===== config.mk =====
export PLATFORM = sky130hd
export DESIGN_NAME = acondicionamiento_entradas_flat
export DESIGN_NICKNAME = d
export VERILOG_FILES = /design/src/rtl/acondicionamiento_entradas_if.sv /design/src/rtl/acondicionamiento_entradas.sv /design/src/flat_wrapper.sv
export SDC_FILE = /design/constraint.sdc
export NUM_CORES = 1
export LEC_CHECK = 0
export CELL_PAD_IN_SITES_DETAIL_PLACEMENT = 0
export CELL_PAD_IN_SITES_GLOBAL_PLACEMENT = 1
export CORE_MARGIN = 10
export CORE_UTILIZATION = 25
export CTS_CLUSTER_DIAMETER = 100
export CTS_CLUSTER_SIZE = 40
export DETAILED_ROUTE_END_ITERATION = 8
export GPL_TIMING_DRIVEN = 0
export PLACE_DENSITY = 0.56
export SYNTH_ARGS = -nofsm -noshare
export SYNTH_HDL_FRONTEND = slang
export SYNTH_SLANG_ARGS = --single-unit

===== constraint.sdc =====
create_clock -name reloj -period 3.2 [get_ports reloj]
set_input_delay 0.96 -clock reloj [delete_from_list [all_inputs] [get_ports reloj]]
set_output_delay 0.96 -clock reloj [all_outputs]
set_load 0.005 [all_outputs]

===== src/rtl/acondicionamiento_entradas_if.sv =====
`default_nettype none
`timescale 1ns/1ps
// +--------------------------------------------------------------------------+
// | acondicionamiento_entradas_if: raw switch/button inputs, conditioned outs |
// | Revision: 1.0                                                             |
// +--------------------------------------------------------------------------+
interface acondicionamiento_entradas_if;
   logic [3:0] operandoCrudoA;
   logic [3:0] operandoCrudoB;
   logic       botonCrudo;
   logic [3:0] operandoEstableA;
   logic [3:0] operandoEstableB;
   logic       botonEstable;
   logic       pulsoIniciar;
   logic       pulsoCambio;

   // Board / consumer side: drives the raw inputs, receives the conditioned values.
   modport master (
      output operandoCrudoA,
      output operandoCrudoB,
      output botonCrudo,
      input  operandoEstableA,
      input  operandoEstableB,
      input  botonEstable,
      input  pulsoIniciar,
      input  pulsoCambio
   );

   modport slave (
      input  operandoCrudoA,
      input  operandoCrudoB,
      input  botonCrudo,
      output operandoEstableA,
      output operandoEstableB,
      output botonEstable,
      output pulsoIniciar,
      output pulsoCambio
   );
endinterface
`default_nettype wire


===== src/rtl/acondicionamiento_entradas.sv =====
`default_nettype none
`timescale 1ns/1ps
// +--------------------------------------------------------------------------+
// | acondicionamiento_entradas: sync + debounce of operand switches & button |
// | Revision: 1.0                                                             |
// +--------------------------------------------------------------------------+
module acondicionamiento_entradas #(
   parameter int CICLOS_ESTABLE = 50000,
   parameter int ANCHO_CONTADOR = 16
) (
   input  logic                          reloj,
   input  logic                          reinicio,
   acondicionamiento_entradas_if.slave   bus
);

   // The increment that would make the count reach CICLOS_ESTABLE-1 is the
   // accepting edge, so the stored count never exceeds CICLOS_ESTABLE-2.
   localparam logic [ANCHO_CONTADOR-1:0] CUENTA_FINAL = ANCHO_CONTADOR'(CICLOS_ESTABLE - 2);
   localparam logic [ANCHO_CONTADOR-1:0] UNO          = ANCHO_CONTADOR'(1);

   typedef enum logic [1:0] {
      REPOSO              = 2'd0,
      CONFIRMA_PRESION    = 2'd1,
      PRESIONADO          = 2'd2,
      CONFIRMA_LIBERACION = 2'd3
   } estado_t;

   logic [8:0] sync_meta;
   logic [8:0] sync_final;
   logic [8:0] crudo;

   logic [3:0] sync_a;
   logic [3:0] sync_b;
   logic       sync_boton;

   assign crudo = {bus.botonCrudo, bus.operandoCrudoB, bus.operandoCrudoA};

   always_ff @(posedge reloj) begin
      if (reinicio) begin
         sync_meta  <= '0;
         sync_final <= '0;
      end else begin
         sync_meta  <= crudo;
         sync_final <= sync_meta;
      end
   end

   assign sync_a     = sync_final[3:0];
   assign sync_b     = sync_final[7:4];
   assign sync_boton = sync_final[8];

   // ---------------- operand A debounce ----------------
   logic [3:0]                cand_a;
   logic [3:0]                cand_a_sig;
   logic [3:0]                estable_a;
   logic [3:0]                estable_a_sig;
   logic [ANCHO_CONTADOR-1:0] cnt_a;
   logic [ANCHO_CONTADOR-1:0] cnt_a_sig;
   logic                      act_a;

   always_comb begin
      cand_a_sig    = cand_a;
      estable_a_sig = estable_a;
      cnt_a_sig     = cnt_a;
      act_a         = 1'b0;
      if (sync_a != cand_a) begin
         cand_a_sig = sync_a;
         cnt_a_sig  = '0;
      end else if (cand_a != estable_a) begin
         if (cnt_a == CUENTA_FINAL) begin
            estable_a_sig = cand_a;
            cnt_a_sig     = '0;
            act_a         = 1'b1;
         end else begin
            cnt_a_sig = cnt_a + UNO;
         end
      end else begin
         cnt_a_sig = '0;
      end
   end

   always_ff @(posedge reloj) begin
      if (reinicio) begin
         cand_a    <= '0;
         estable_a <= '0;
         cnt_a     <= '0;
      end else begin
         cand_a    <= cand_a_sig;
         estable_a <= estable_a_sig;
         cnt_a     <= cnt_a_sig;
      end
   end

   // ---------------- operand B debounce ----------------
   logic [3:0]                cand_b;
   logic [3:0]                cand_b_sig;
   logic [3:0]                estable_b;
   logic [3:0]                estable_b_sig;
   logic [ANCHO_CONTADOR-1:0] cnt_b;
   logic [ANCHO_CONTADOR-1:0] cnt_b_sig;
   logic                      act_b;

   always_comb begin
      cand_b_sig    = cand_b;
      estable_b_sig = estable_b;
      cnt_b_sig     = cnt_b;
      act_b         = 1'b0;
      if (sync_b != cand_b) begin
         cand_b_sig = sync_b;
         cnt_b_sig  = '0;
      end else if (cand_b != estable_b) begin
         if (cnt_b == CUENTA_FINAL) begin
            estable_b_sig = cand_b;
            cnt_b_sig     = '0;
            act_b         = 1'b1;
         end else begin
            cnt_b_sig = cnt_b + UNO;
         end
      end else begin
         cnt_b_sig = '0;
      end
   end

   always_ff @(posedge reloj) begin
      if (reinicio) begin
         cand_b    <= '0;
         estable_b <= '0;
         cnt_b     <= '0;
      end else begin
         cand_b    <= cand_b_sig;
         estable_b <= estable_b_sig;
         cnt_b     <= cnt_b_sig;
      end
   end

   // Simultaneous A/B updates collapse into a single change pulse.
   logic pulso_cambio;

   always_ff @(posedge reloj) begin
      if (reinicio) begin
         pulso_cambio <= 1'b0;
      end else begin
         pulso_cambio <= act_a | act_b;
      end
   end

   // ---------------- button FSM ----------------
   estado_t                   estado;
   estado_t                   estado_sig;
   logic [ANCHO_CONTADOR-1:0] cnt_boton;
   logic [ANCHO_CONTADOR-1:0] cnt_boton_sig;
   logic                      pulso_iniciar;
   logic                      pulso_iniciar_sig;
   logic                      boton_estable;
   logic                      boton_estable_sig;

   always_ff @(posedge reloj) begin
      if (reinicio) begin
         estado        <= REPOSO;
         cnt_boton     <= '0;
         pulso_iniciar <= 1'b0;
         boton_estable <= 1'b0;
      end else begin
         estado        <= estado_sig;
         cnt_boton     <= cnt_boton_sig;
         pulso_iniciar <= pulso_iniciar_sig;
         boton_estable <= boton_estable_sig;
      end
   end

   always_comb begin
      estado_sig        = estado;
      cnt_boton_sig     = cnt_boton;
      pulso_iniciar_sig = 1'b0;
      case (estado)
         REPOSO: begin
            cnt_boton_sig = '0;
            if (sync_boton) begin
               estado_sig = CONFIRMA_PRESION;
            end
         end
         CONFIRMA_PRESION: begin
            if (!sync_boton) begin
               estado_sig    = REPOSO;
               cnt_boton_sig = '0;
            end else if (cnt_boton == CUENTA_FINAL) begin
               estado_sig        = PRESIONADO;
               cnt_boton_sig     = '0;
               pulso_iniciar_sig = 1'b1;
            end else begin
               cnt_boton_sig = cnt_boton + UNO;
            end
         end
         PRESIONADO: begin
            cnt_boton_sig = '0;
            if (!sync_boton) begin
               estado_sig = CONFIRMA_LIBERACION;
            end
         end
         CONFIRMA_LIBERACION: begin
            if (sync_boton) begin
               estado_sig    = PRESIONADO;
               cnt_boton_sig = '0;
            end else if (cnt_boton == CUENTA_FINAL) begin
               estado_sig    = REPOSO;
               cnt_boton_sig = '0;
            end else begin
               cnt_boton_sig = cnt_boton + UNO;
            end
         end
         default: begin
            estado_sig    = REPOSO;
            cnt_boton_sig = '0;
         end
      endcase
      // The stable level holds through the release confirmation window.
      boton_estable_sig = (estado_sig == PRESIONADO) || (estado_sig == CONFIRMA_LIBERACION);
   end

   assign bus.operandoEstableA = estable_a;
   assign bus.operandoEstableB = estable_b;
   assign bus.botonEstable     = boton_estable;
   assign bus.pulsoIniciar     = pulso_iniciar;
   assign bus.pulsoCambio      = pulso_cambio;

endmodule
`default_nettype wire


===== src/flat_wrapper.sv =====
// flat-port wrapper written by rule: the top's interface ports become plain ports
module acondicionamiento_entradas_flat 
#(
   parameter int CICLOS_ESTABLE = 50000,
   parameter int ANCHO_CONTADOR = 16
)
  (reloj, reinicio, bus_operandoCrudoA, bus_operandoCrudoB, bus_botonCrudo, bus_operandoEstableA, bus_operandoEstableB, bus_botonEstable, bus_pulsoIniciar, bus_pulsoCambio);
  acondicionamiento_entradas_if bus_i ();
  input  logic reloj;
  input  logic reinicio;
  input wire logic [$bits(bus_i.operandoCrudoA)-1:0] bus_operandoCrudoA;
  input wire logic [$bits(bus_i.operandoCrudoB)-1:0] bus_operandoCrudoB;
  input wire logic [$bits(bus_i.botonCrudo)-1:0] bus_botonCrudo;
  output wire logic [$bits(bus_i.operandoEstableA)-1:0] bus_operandoEstableA;
  output wire logic [$bits(bus_i.operandoEstableB)-1:0] bus_operandoEstableB;
  output wire logic [$bits(bus_i.botonEstable)-1:0] bus_botonEstable;
  output wire logic [$bits(bus_i.pulsoIniciar)-1:0] bus_pulsoIniciar;
  output wire logic [$bits(bus_i.pulsoCambio)-1:0] bus_pulsoCambio;
  assign bus_i.operandoCrudoA = bus_operandoCrudoA;
  assign bus_i.operandoCrudoB = bus_operandoCrudoB;
  assign bus_i.botonCrudo = bus_botonCrudo;
  assign bus_operandoEstableA = bus_i.operandoEstableA;
  assign bus_operandoEstableB = bus_i.operandoEstableB;
  assign bus_botonEstable = bus_i.botonEstable;
  assign bus_pulsoIniciar = bus_i.pulsoIniciar;
  assign bus_pulsoCambio = bus_i.pulsoCambio;
  acondicionamiento_entradas #(.CICLOS_ESTABLE(CICLOS_ESTABLE), .ANCHO_CONTADOR(ANCHO_CONTADOR)) u_core (.reloj(reloj), .reinicio(reinicio), .bus(bus_i));
endmodule

==> run metrics, run 1 <==
I/O Pins=22; CTS Buf Count=9; Final nets=429; gpl congestion=0.744; all-layer global routing usage=0.0809; Comb pwr share=0.038; Startpoint Class=input port; CP Data Required Time=3.41 ns; # port buffers=21; Crit Path Class=in -> reg; Synth Register Bits=87; Mapped Cells=380; MaxCap Viol Count=0; register area share after synthesis=0.468; CP Max Fanout=10; setup TNS=0 ns; share of power burned in registers=0.499; mapped cell area=3720 µm²; Starting Density=0.256; CP max stage delay=0.62 ns; global-route wire length before repair=13.2 mm; skew final=0.00740 ns; WL per Instance=13.0 µm; highest-count cells in the layout ignoring fill and taps=87 x dfxtp_1, 29 x xnor2_1, 28 x nand4_1, 26 x nor2b_1, 23 x nor2_1; Yosys warnings=0; Leak=1.36 nW; CTS max path bufs=2; final slew viol count=0; Die X=142 µm; Row Count=44; post-synthesis to final-layout area growth=19.6%; leading cell type in the layout, fill and taps excluded=dfxtp_1; Skew-Pair Late Insertion Delay=0.34 ns; Core Footprint=14500 µm²; final period utilization=0.733; Buf/Inv on CP=3; fillers=1545; final instance area=4450 µm²; depth of the CTS H-tree=3; Pint=1.68 mW; Antenna Diode Count=0; async set or reset register ratio after synthesis=0; register area=1740 µm²; largest net degree at the start of global routing=18; placed inst area=4160 µm²; Hold Path Class=reg -> reg; overall die area=20200 µm²; EDFF count, synth=0; Post-synth top flop=dfxtp_1; min cycle time layout=2.34 ns; kind of end point of the critical path=register; share of post-route cells with drive strength above 1=0.110; R2R setup slack=1.09 ns; GRT overflow=0; final setup vio count=0; total number of vias=2753; post-detail-place hpwl=5.61 mm; Routed WL=7.79 mm; Final Hold Viols=0; remaining antenna violation count=0; Post-CTS Resized=0; area occupied by multi-input gates=1860 µm²; vias in the first global route=2607; drt pass-1 iters=4; maximum VDD drop=0.000266 V; Worst-path clk slew=0.07 ns; Switch Pwr=0.537 mW; switching portion of total power=0.242; initial antenna violation count=0; post-CTS setup buffers=0; Slew @ Worst Pin=0.551 ns; WP data arrival=2.56 ns; drt drc=0; Max-slew headroom=0.633; Iteration-0 DRC Markers=197; Yosys cell types=36; Clock Power Share=0.463; unrepaired setup endpoints after global routing=false; hold buffers post-CTS=0; CP Cell Sequence=clkdlybuf4s50_1 > clkbuf_1 > clkbuf_1 > nor2b_1; via/cell ratio=4.58; crit-path leading delay family=buffers and inverters; chip height=142 µm; CTS root buf=clkbuf_16; clk sinks=87; CP max stage cell=clkdlybuf4s50_1; most used cell, CP=clkbuf_1; outcome=complete, no violations; max frequency=426 MHz; CTS tree=done; synthesized area per cell=9.79 µm²; Cell Pwr Density=498 nW/µm²; syn nets=397
-- per-layer routing --
| metal | track usage | up-vias | wire length [µm] |
|---|---|---|---|
| met5 | 0 | - | 0 |
| met4 | 0.0484 | 0 | 214 |
| met3 | 0.0134 | 18 | 245 |
| met2 | 0.118 | 47 | 3330 |
| met1 | 0.109 | 1271 | 4000 |
| li1 | - | 1417 | - |
-- cell type report --
class	instances	share of cell area
Inverter	6	0.00506
Clock buffer	9	0.0506
Tap cell	184	0.0517
Clock inverter	7	0.0143
Multi-Input combinational cell	273	0.419
Timing Repair Buffer	21	0.0472
Sequential cell	87	0.391
Buffer	14	0.0211
-- power by group through the flow --
stage                     combinational [mW]  clock (mW)  sequential, mW
after floorplan                       0.0560           0            1.13
after global placement                0.0851           0            1.13
after detailed placement              0.0853           0            1.13
after CTS                             0.0858        1.06            1.11
after global routing                  0.0951        1.09            1.11
final                                 0.0846        1.02            1.11
-- synthesized netlist by cell type, types with 4 or more instances --
cell type,number,share of area
dfxtp_1,87,0.47
xnor2_1,29,0.068
nand4_1,28,0.047
nor2b_1,26,0.044
nor2_1,23,0.023
xor2_1,22,0.052
a21oi_1,19,0.026
nand3_1,19,0.026
and4_1,15,0.035
nand2_1,13,0.013
nor2_2,12,0.020
o31ai_1,10,0.020
clkbuf_1,8,0.0081
nor2_4,8,0.024
ha_1,6,0.020
inv_1,6,0.0061
o21ai_0,6,0.0081
and3_1,4,0.0067
nor4_1,4,0.0067
nor4b_1,4,0.0094
or3_1,4,0.0067
-- registers in the layout, indices dropped and copies added (netlist names) --
| signal | cells |
|---|---|
| u_core.bus.operandoEstableB | 4 |
| u_core.sync_meta | 9 |
| u_core.bus.pulsoIniciar | 1 |
| u_core.cnt_b | 16 |
| u_core.estado | 2 |
| u_core.cnt_boton | 16 |
| u_core.bus.pulsoCambio | 1 |
| u_core.cand_a | 4 |
| u_core.bus.operandoEstableA | 4 |
| u_core.cnt_a | 16 |
| u_core.cand_b | 4 |
| u_core.bus.botonEstable | 1 |
| u_core.sync_final | 9 |
-- kinds of logic (layout without fill, tap and decap cells) --
logic type	after synthesis	count (layout)	share of synthesized area
AOI/OAI and AO/OA	36	36	0.0562
DFF	87	87	0.468
buffers and inverters	20	57	0.0313
adders and majority gates	6	6	0.0202
and+or+nand+nor	180	180	0.304
xor gates and xnor gates	51	51	0.120
-- worst register-to-register path, cell delays in order, from the launching register on --
cell and delay [ns]:
dfxtp_1 0.38, inv_1 0.06, ha_1 0.20, and3b_1 0.19, and4_1 0.18, clkbuf_1 0.16
or4_1 0.44, buf_2 0.19, buf_6 0.16, nor2_2 0.10
-- path summary, 6_finish.rpt --
path | start | endpoint | cells after the start
setup / recovery | reinicio | u_core.sync_final[0] | 4
hold / removal | u_core.sync_meta[6] | u_core.sync_final[6] | 1
setup reg to reg | u_core.cnt_b[0] | u_core.cnt_b[6] | 9
hold reg to reg | u_core.sync_meta[6] | u_core.sync_final[6] | 1
-- metrics by stage --
step                power, mW  hold slack (ns)  instances  worst slack, ns  utilization
global route             2.30            0.456        601            0.627        0.306
detailed placement       1.22            0.425        585            0.439        0.286
CTS                      2.25            0.437        601            0.803        0.306
global placement         1.22            0.420        585            0.451        0.286
floorplan                1.18            0.414        380             1.26            -
finish                   2.22            0.430        601            0.855        0.306
No activity file was read; power rests on OpenSTA's default activity.
==> run 2: changes to the inputs <==
==> constraint.sdc (replaced) <==
create_clock -name reloj -period 2.4 [get_ports reloj]
set_input_delay 0.72 -clock reloj [delete_from_list [all_inputs] [get_ports reloj]]
set_output_delay 0.72 -clock reloj [all_outputs]
set_load 0.005 [all_outputs]
==> results of run 2 <==
Same layout as run 1 (identical final DEF). Status: complete, no violations.
Main changes from that run: setup slack after placement 0.439 ns -> -0.121 ns; setup slack after layout 0.855 ns -> 0.288 ns; start point of the critical path reinicio -> u_core.cnt_b[0]; end point of the critical path u_core.sync_final[0] -> u_core.cnt_b[6]; register-to-register setup slack 1.09 ns -> 0.29 ns; total power 2.22 mW -> 2.95 mW; worst IR drop on VDD 0.000266 V -> 0.000355 V
==> run 3: changes to the inputs <==
--- a/config.mk
+++ b/config.mk
@@ -8,12 +8,12 @@
 export CELL_PAD_IN_SITES_DETAIL_PLACEMENT = 0
 export CELL_PAD_IN_SITES_GLOBAL_PLACEMENT = 1
 export CORE_MARGIN = 10
-export CORE_UTILIZATION = 25
+export CORE_UTILIZATION = 42
 export CTS_CLUSTER_DIAMETER = 100
 export CTS_CLUSTER_SIZE = 40
 export DETAILED_ROUTE_END_ITERATION = 8
 export GPL_TIMING_DRIVEN = 0
-export PLACE_DENSITY = 0.56
+export PLACE_DENSITY = 0.81
 export SYNTH_ARGS = -nofsm -noshare
 export SYNTH_HDL_FRONTEND = slang
 export SYNTH_SLANG_ARGS = --single-unit
==> constraint.sdc (replaced) <==
create_clock -name reloj -period 2.6 [get_ports reloj]
set_input_delay 0.78 -clock reloj [delete_from_list [all_inputs] [get_ports reloj]]
set_output_delay 0.78 -clock reloj [all_outputs]
set_load 0.005 [all_outputs]
==> run 3 against run 2 <==
Effect of this change:
- count of clock-buffer cells in the layout is the same
- wire length shrank 12%
- largest cell class unchanged
- sequential share of layout area grew 1.8 points
- critical path depth shrank 5
- die area shrank 35%
- flip-flop and latch count is the same
- sequential power shrank 7%
- largest power group unchanged
- highest routed layer unchanged
- first-iteration DRC count shrank 53%
- non-clock buffer count is the same
==> run metrics, run 3 (synthesis gave the netlist of run 1 again) <==
kind of end point of the critical path=register; depth of the CTS H-tree=3 (unchanged); final setup vio count=0 (unchanged); final slew viol count=0 (unchanged); share of post-route cells with drive strength above 1=0.110 (unchanged); CTS max path bufs=2 (unchanged); hold path depth=1 (unchanged); Worst-path clk slew=0.10 ns (+0.03 ns); WP data arrival=2.37 ns; Row Count=34 (-23%); setup TNS=0 ns (unchanged); WL per Instance=13.0 µm (+0.19%); MaxCap Viol Count=0 (unchanged); remaining antenna violation count=0 (unchanged); Crit Path Class=in -> reg; Iteration-0 DRC Markers=92 (-53%); biggest regs=u_core.cnt_a: 16 flops, u_core.cnt_b: 16 flops, u_core.cnt_boton: 16 flops; CTS Buf Count=9 (unchanged); I/O Pins=22 (unchanged); skew final=0.0129 ns (+0.00550 ns); Starting Density=0.429 (+0.173); Skew-Pair Late Insertion Delay=0.35 ns (about the same); total number of vias=2703 (-1.8%); CP max stage delay=0.64 ns; most used cell, CP=clkbuf_1; CP max stage cell=clkdlybuf4s50_1; chip height=114 µm (-20%); Routed WL=6.82 mm (-12%); Final Hold Viols=0 (unchanged); Slew @ Worst Pin=0.491 ns (-0.0602 ns); highest-count cells in the layout ignoring fill and taps=87 x dfxtp_1, 29 x xnor2_1, 28 x nand4_1, 26 x nor2b_1, 23 x nor2_1; drt drc=0 (unchanged); Leak=1.31 nW (-3.8%); crit-path leading delay family=buffers and inverters; global-route wire length before repair=12.0 mm (-9.2%); CP Data Required Time=2.82 ns; final instance area=4250 µm² (-4.5%); Antenna Diode Count=0 (unchanged); leading cell type in the layout, fill and taps excluded=dfxtp_1; placed inst area=4070 µm² (-2.3%); CTS root buf=clkbuf_8; Max-slew headroom=0.673 (+0.0402); Worst Min Path Start=u_core.sync_meta[5]; post-CTS setup buffers=0 (unchanged); Final nets=429 (unchanged); Reg-to-Reg Start=u_core.cnt_b[0]; # port buffers=21 (unchanged); min cycle time layout=2.15 ns; setup ws final=0.447 ns; max frequency=464 MHz; gpl congestion=0.803 (+7.9%); CP Cell Sequence=clkdlybuf4s50_1 > clkbuf_1 > clkbuf_1 > a21oi_1; Pwr Total=2.31 mW; hold buffers post-CTS=0 (unchanged); R2R setup slack=0.53 ns; overall die area=13000 µm² (-35%); Post-CTS Resized=0 (unchanged); CTS tree=done; CP Max Fanout=10 (unchanged); vias in the first global route=2573 (-1.3%); all-layer global routing usage=0.110 (+0.0293); Setup crit start=reinicio; largest net degree at the start of global routing=17 (-1); Startpoint Class=input port; drt pass-1 iters=4 (unchanged); post-synthesis to final-layout area growth=14.3%; r2r endpoint=u_core.cnt_b[9]; via/cell ratio=5.15 (+12%); Cell Pwr Density=544 nW/µm²; unrepaired setup endpoints after global routing=false; Hold Path Class=reg -> reg; pre-CTS setup slack=0.0685 ns; Core Footprint=8680 µm² (-40%); Final Util=0.490 (+0.184); final period utilization=0.828; Die X=114 µm (-20%); post-detail-place hpwl=5.00 mm (-11%); initial antenna violation count=0 (unchanged); Buf/Inv on CP=3; maximum VDD drop=0.000337 V; outcome=complete, no violations; Worst Hold End=u_core.sync_final[5]; GRT overflow=0 (unchanged); clk sinks=87 (unchanged); R2R cell count=9 (unchanged)
==> run 3: worst register-to-register path, stage by stage (launching register included) <==
cell and delay [ns]:
dfxtp_1 0.39, inv_1 0.06, ha_1 0.20, and3b_1 0.19, and4_1 0.18, clkbuf_1 0.16, or4_1 0.41, buf_2 0.19
buf_6 0.17, nor2_2 0.10
==> run 3: final cells by class <==
type	instances	area, µm²
clock buffer	9	124
timing repair buffer	21	210
sequential	87	1740
buffer	14	93.8
fill	849	4430
multi-input combinational	273	1860
clock inverter	7	61.3
tap	108	135
inverter	6	22.5
==> run 3: metrics by stage <==
step	hold slack, ns	instances
global route	0.457	525
global placement	0.417	509
CTS	0.442	525
detailed placement	0.420	509
finish	0.433	525
floorplan	0.414	380
==> run 3: worst max-delay path by stage <==
stage	slack [ns]	to	depth (start not counted)
detailed placement	0.07	u_core.bus.operandoEstableB[2]	4
finish	0.45	u_core.bus.operandoEstableB[2]	4
global placement	0.07	u_core.bus.operandoEstableB[0]	4
floorplan	0.66	u_core.cnt_a[11]	9
global route	0.35	u_core.sync_final[2]	4
CTS	0.45	u_core.sync_final[0]	4
==> run 3: metal layers <==
layer  routed length (µm)  track usage  share of wire  up-vias
met5                    0            0              0        -
li1                     -            -              -     1417
met1                 3520        0.150           0.52     1246
met2                 2960        0.164           0.43       31
met3                  211       0.0210          0.031        9
met4                  125       0.0510          0.018        0
==> run 3: power breakdown <==
group / internal [mW] / switching, mW / total (mW)
logic: 0.0457 / 0.0558 / 0.101
clock network: 0.356 / 0.497 / 0.853
registers: 1.35 / 0.0110 / 1.36
total: 1.75 / 0.564 / 2.31
